===== config.mk =====
export PLATFORM = sky130hd
export DESIGN_NAME = fpu_issue_seq_flat
export DESIGN_NICKNAME = d
export VERILOG_FILES = /design/src/rtl/fpu_issue_seq_if.sv /design/src/rtl/fpu_issue_seq.sv /design/src/flat_wrapper.sv
export SDC_FILE = /design/constraint.sdc
export NUM_CORES = 1
export LEC_CHECK = 0
export ABC_AREA = 0
export BUFFER_PORTS_ARGS = -buffer_cell sky130_fd_sc_hd__buf_2
export CORE_MARGIN = 2
export CORE_UTILIZATION = 45
export DETAILED_ROUTE_END_ITERATION = 8
export PLACE_DENSITY = 0.76
export SLEW_MARGIN = 20
export SYNTH_ARGS = -nofsm -noshare
export SYNTH_HDL_FRONTEND = slang
export SYNTH_SLANG_ARGS = --single-unit
export TNS_END_PERCENT = 5

===== constraint.sdc =====
create_clock -name clk -period 2.5 [get_ports clk]
set_input_delay 0.5 -clock clk [delete_from_list [all_inputs] [get_ports clk]]
set_output_delay 0.5 -clock clk [all_outputs]
set_load 0.005 [all_outputs]

===== src/rtl/fpu_issue_seq_if.sv =====
// rtl/fpu_issue_seq_if.sv - decoder-side op handshake and writeback-side result handshake
interface fpu_issue_seq_if;
    logic        in_valid;
    logic        in_ready;
    logic [4:0]  in_op;
    logic [4:0]  in_rd;
    logic        out_valid;
    logic        out_ready;
    logic [63:0] out_data;
    logic [4:0]  out_rd;
    logic        out_illegal;

    modport master (
        output in_valid, in_op, in_rd, out_ready,
        input  in_ready, out_valid, out_data, out_rd, out_illegal
    );

    modport slave (
        input  in_valid, in_op, in_rd, out_ready,
        output in_ready, out_valid, out_data, out_rd, out_illegal
    );
endinterface


===== src/rtl/fpu_issue_seq.sv =====
// rtl/fpu_issue_seq.sv - FP op issue sequencer: accept, fixed-latency wait, hold result for writeback
module fpu_issue_seq #(
    parameter int LAT_ADD  = 4,
    parameter int LAT_MUL  = 5,
    parameter int LAT_DIV  = 20,
    parameter int LAT_SQRT = 25,
    parameter int LAT_CVT  = 2,
    parameter int LAT_MV   = 1
) (
    input  logic                 clk,
    input  logic                 rst_n,
    fpu_issue_seq_if.slave       bus,
    input  logic                 flush,
    output logic                 dp_start,
    output logic [4:0]           dp_op,
    input  logic [63:0]          dp_result,
    output logic                 busy
);
    typedef enum logic [1:0] {IDLE, EXEC, DONE} state_t;

    state_t      state, state_nxt;
    logic [4:0]  cnt, cnt_nxt;
    logic        dp_start_nxt;
    logic [4:0]  dp_op_nxt;
    logic [63:0] data_q, data_nxt;
    logic [4:0]  rd_q, rd_nxt;
    logic        ill_q, ill_nxt;

    // Counter load is latency minus one so a 1-cycle op starts and captures in the same cycle.
    function automatic logic [4:0] lat_m1(input logic [4:0] op);
        case (op)
            5'd0, 5'd1: lat_m1 = 5'(LAT_ADD - 1);
            5'd2:       lat_m1 = 5'(LAT_MUL - 1);
            5'd3:       lat_m1 = 5'(LAT_DIV - 1);
            5'd4:       lat_m1 = 5'(LAT_SQRT - 1);
            5'd5, 5'd6: lat_m1 = 5'(LAT_CVT - 1);
            5'd7, 5'd8: lat_m1 = 5'(LAT_MV - 1);
            default:    lat_m1 = 5'd0;
        endcase
    endfunction

    always_ff @(posedge clk or negedge rst_n) begin
        if (!rst_n) begin
            state    <= IDLE;
            cnt      <= 5'd0;
            dp_start <= 1'b0;
            dp_op    <= 5'b11111;
            data_q   <= 64'd0;
            rd_q     <= 5'd0;
            ill_q    <= 1'b0;
        end else begin
            state    <= state_nxt;
            cnt      <= cnt_nxt;
            dp_start <= dp_start_nxt;
            dp_op    <= dp_op_nxt;
            data_q   <= data_nxt;
            rd_q     <= rd_nxt;
            ill_q    <= ill_nxt;
        end
    end

    always_comb begin
        state_nxt    = state;
        cnt_nxt      = cnt;
        dp_start_nxt = 1'b0;
        dp_op_nxt    = dp_op;
        data_nxt     = data_q;
        rd_nxt       = rd_q;
        ill_nxt      = ill_q;
        if (flush) begin
            state_nxt = IDLE;
            cnt_nxt   = 5'd0;
        end else begin
            case (state)
                IDLE: begin
                    if (bus.in_valid) begin
                        dp_op_nxt = bus.in_op;
                        rd_nxt    = bus.in_rd;
                        if (bus.in_op <= 5'd8) begin
                            state_nxt    = EXEC;
                            cnt_nxt      = lat_m1(bus.in_op);
                            dp_start_nxt = 1'b1;
                        end else begin
                            state_nxt = DONE;
                            ill_nxt   = 1'b1;
                            data_nxt  = 64'd0;
                        end
                    end
                end
                EXEC: begin
                    if (cnt != 5'd0) begin
                        cnt_nxt = cnt - 5'd1;
                    end else begin
                        data_nxt  = dp_result;
                        ill_nxt   = 1'b0;
                        state_nxt = DONE;
                    end
                end
                DONE: begin
                    if (bus.out_ready) state_nxt = IDLE;
                end
                default: state_nxt = IDLE;
            endcase
        end
    end

    assign bus.in_ready    = (state == IDLE);
    assign bus.out_valid   = (state == DONE);
    assign bus.out_data    = data_q;
    assign bus.out_rd      = rd_q;
    assign bus.out_illegal = ill_q;
    assign busy            = (state != IDLE);
endmodule


===== src/flat_wrapper.sv =====
// flat-port wrapper written by rule: the top's interface ports become plain ports
module fpu_issue_seq_flat 
#(
    parameter int LAT_ADD  = 4,
    parameter int LAT_MUL  = 5,
    parameter int LAT_DIV  = 20,
    parameter int LAT_SQRT = 25,
    parameter int LAT_CVT  = 2,
    parameter int LAT_MV   = 1
)
  (clk, rst_n, flush, dp_start, dp_op, dp_result, busy, bus_in_valid, bus_in_op, bus_in_rd, bus_out_ready, bus_in_ready, bus_out_valid, bus_out_data, bus_out_rd, bus_out_illegal);
  fpu_issue_seq_if bus_i ();
  input  logic clk;
  input  logic rst_n;
  input  logic flush;
  output logic dp_start;
  output logic [4:0] dp_op;
  input  logic [63:0] dp_result;
  output logic busy;
  input wire logic [$bits(bus_i.in_valid)-1:0] bus_in_valid;
  input wire logic [$bits(bus_i.in_op)-1:0] bus_in_op;
  input wire logic [$bits(bus_i.in_rd)-1:0] bus_in_rd;
  input wire logic [$bits(bus_i.out_ready)-1:0] bus_out_ready;
  output wire logic [$bits(bus_i.in_ready)-1:0] bus_in_ready;
  output wire logic [$bits(bus_i.out_valid)-1:0] bus_out_valid;
  output wire logic [$bits(bus_i.out_data)-1:0] bus_out_data;
  output wire logic [$bits(bus_i.out_rd)-1:0] bus_out_rd;
  output wire logic [$bits(bus_i.out_illegal)-1:0] bus_out_illegal;
  assign bus_i.in_valid = bus_in_valid;
  assign bus_i.in_op = bus_in_op;
  assign bus_i.in_rd = bus_in_rd;
  assign bus_i.out_ready = bus_out_ready;
  assign bus_in_ready = bus_i.in_ready;
  assign bus_out_valid = bus_i.out_valid;
  assign bus_out_data = bus_i.out_data;
  assign bus_out_rd = bus_i.out_rd;
  assign bus_out_illegal = bus_i.out_illegal;
  fpu_issue_seq #(.LAT_ADD(LAT_ADD), .LAT_MUL(LAT_MUL), .LAT_DIV(LAT_DIV), .LAT_SQRT(LAT_SQRT), .LAT_CVT(LAT_CVT), .LAT_MV(LAT_MV)) u_core (.clk(clk), .rst_n(rst_n), .bus(bus_i), .flush(flush), .dp_start(dp_start), .dp_op(dp_op), .dp_result(dp_result), .busy(busy));
endmodule

==> reports/results.txt <==
Drt via density = 4.98
Layout Nets = 621
Worst r2r src = u_core.cnt[0]
Non-Filler Instances = 646
Die ar. = 8940 sq um
Post-synth top area cell = dfrtp_1
CP startpoint = u_core.cnt[0]
Crit path arrival time = 2.37 ns
PwrDens = 660 nW/um^2
Status = finished, final reports clean
# DRC = 0
Clk_lat worst skew = 0.35 ns
Power after layout = 3.11 mW
Total of cells resized after clock tree synthesis = 0
TritonRoute pass-1 iters = 4
PortBufs = 157
Hold Crit Class = primary input to asynchronous set/reset pin
Die X = 94.6 microns
Core area = 8090 sq um
Post-route cell area = 4700 sq um
Peak ir drop on the vdd network = 0.000374 V
Final Wtd Congestion = 0.818
Avg Inst Size Synth = 9.56 sq um
Area contributors post-synth = dfrtp_1 53%, nand2_1 13%, o21ai_1 8.1%
Layout area overhead = 27.4%
Final core utilization = 58.1%
Post-CTS Hold Buffers = 0
Top Family by Delay on Critical Path = simple AND/OR/NAND/NOR gates
Critical path endpoint category = register
Worst Tran Pin Value = 0.503 ns
CP startpoint kind = register
Area of the multi-input gates = 1370 sq um
Cell Rows = 33
Unrepaired setup endpoints after global routing = no
Initial core utilization = 45.6%
DR vias = 3,219
Fillers = 748
Number of synthesized flops with an enable pin = 0
CTS Buf Count = 9
Post-synthesis net count = 470
I/O pin count = 158
First-pass GRT wire length = 13,500 microns
Placed insts = 631
# Max-Cap Violations = 0
Fin crit period = 2.17 ns
Worst path buffer plus inverter count = 2
Critical path's slowest cell = or3_2
Total GRT Usage = 19.4%
Final setup violation count = 0
Synthesized area = 3690 sq um
Post-synth top cells = 132 x nand2_1, 78 x dfrtp_1, 60 x o21ai_1
Fraction of registers with async set/reset = 100%
Initial antenna violation count = 0
Worst endpoint required time = 2.70 ns
CTS root buf = clkbuf_8
Crit-path cells = inv_1 -> ha_1 -> or4b_1 -> or3_2 -> buf_4 -> nand2_1 -> o21ai_0
Crit Path Category = register to register
Clock buffer depth = 2
Post-DP HPWL = 6240 microns
Htree depth = 3
Number of global-route vias before repair = 3,005
Post-CTS setup buffer count = 0
Share of cells above drive strength 1 = 37.7%
Final Cycle Share = 86.7%
Critical-path maximum fanout = 40
# clock sinks = 83
Leak = 2.44 nW
DP Area = 4500 sq um
Register area = 2080 sq um
Yosys cell types = 38
Top-count cell post-synth = nand2_1
Final Max Tran Viols = 0
DR WL/cell = 13.6 microns
Antenna Cells = 0
DRT antenna net count = 0
GRT overflow = 0
Post-Syn Instances = 386
CTS tree = built
Final WL = 8750 microns
Slew Limit Headroom = 66.4%
Die Ht = 94.6 microns
Layout Skew = 0.0134 ns
Setup_tns = 0 ns
Yosys warnings = 0
Synth Flop Type = dfrtp_1
Largest net degree at the start of global routing = 48
Initial DRC Count = 86
Seq cells post-synth = 83
Delay of the slowest cell on the worst path = 0.47 ns
Final Hold Violating Endpoints = 0
F_max = 0.462 GHz
Post-synth top area share = 52.9%
Register area share after synthesis = 56.5%
Reg clk slew, reported paths = 0.09 ns
## state kept, by name, summed over array words and instances, names as in the netlist
signal	cells
u_core.state	2
u_core.dp_start	1
u_core.bus.out_data	64
u_core.bus.out_rd	5
u_core.bus.out_illegal	1
u_core.cnt	5
u_core.dp_op	5
## where the power goes
part / total [mW] / switching (mW) / internal (mW)
sequential: 1.58 / 0.0785 / 1.50
clock: 1.03 / 0.469 / 0.556
combinational: 0.502 / 0.255 / 0.247
total: 3.11 / 0.803 / 2.30
## per-stage QoR
stage | setup WS, ns | hold WS [ns]
after floorplan | 0.486 | 0.204
after global placement | 0.346 | 0.486
after detailed placement | 0.318 | 0.492
after CTS | 0.342 | 0.110
after global routing | 0.196 | 0.134
final | 0.333 | 0.114
## layer usage
metal	routed length [microns]	share of wire, %	vias to the layer above	global-route usage (%)
met2	4240	48	117	32.8
met1	3760	43	1514	24.0
met5	0	0	-	0
li1	-	-	1579	-
met4	98	1.1	0	6.76
met3	661	7.6	9	5.19
## cell families after synthesis
group,count (synthesis),share of synthesized area [%]
flops,83,56.5
compound gates,89,13.5
buf+inv,34,6.48
mux,11,3.32
simple gates,164,18.5
fa+ha+maj,5,1.70
## path summary, 6_finish.rpt
kind	endpoint	slack, ns	depth (start not counted)
worst max-delay path	u_core.bus.out_data[40]	0.33	7
worst min-delay path	u_core.bus.out_data[8]	0.11	1
worst max register to register	u_core.bus.out_data[40]	0.33	7
worst min register to register	u_core.bus.out_data[1]	0.51	2
max in group asynchronous	u_core.dp_op[3]	1.73	2
min in group clk	u_core.bus.out_data[23]	0.35	3
## final cells by class
cell class	count	area share, %
Clock buffer	10	2.71
Clock inverter	5	1.68
Inverter	8	0.639
Multi-Input combinational cell	269	29.1
Sequential cell	83	44.3
Tap cell	105	2.79
Timing Repair Buffer	166	18.7
## cells in the final DEF (no fill, tap or decap), types with 2 or more instances in the layout
cell       instances
nor2_1             8
ha_1               5
nand2b_1           3
bufinv_16          2
a31oi_1            2
buf_4              8
a211oi_1           2
o21ai_0            5
a2bb2oi_1          3
buf_12             2
nand2_1          132
o22ai_1            5
or3_1              3
a21oi_1            6
clkinv_2           2
nor3_1             5
clkbuf_8           9
dfstp_2            5
or2_2              3
buf_2            156
o21ai_1           60
inv_1              8
mux2_2            10
nor2b_1            2
dfrtp_1           78
Power figures use the tool's default switching activity.
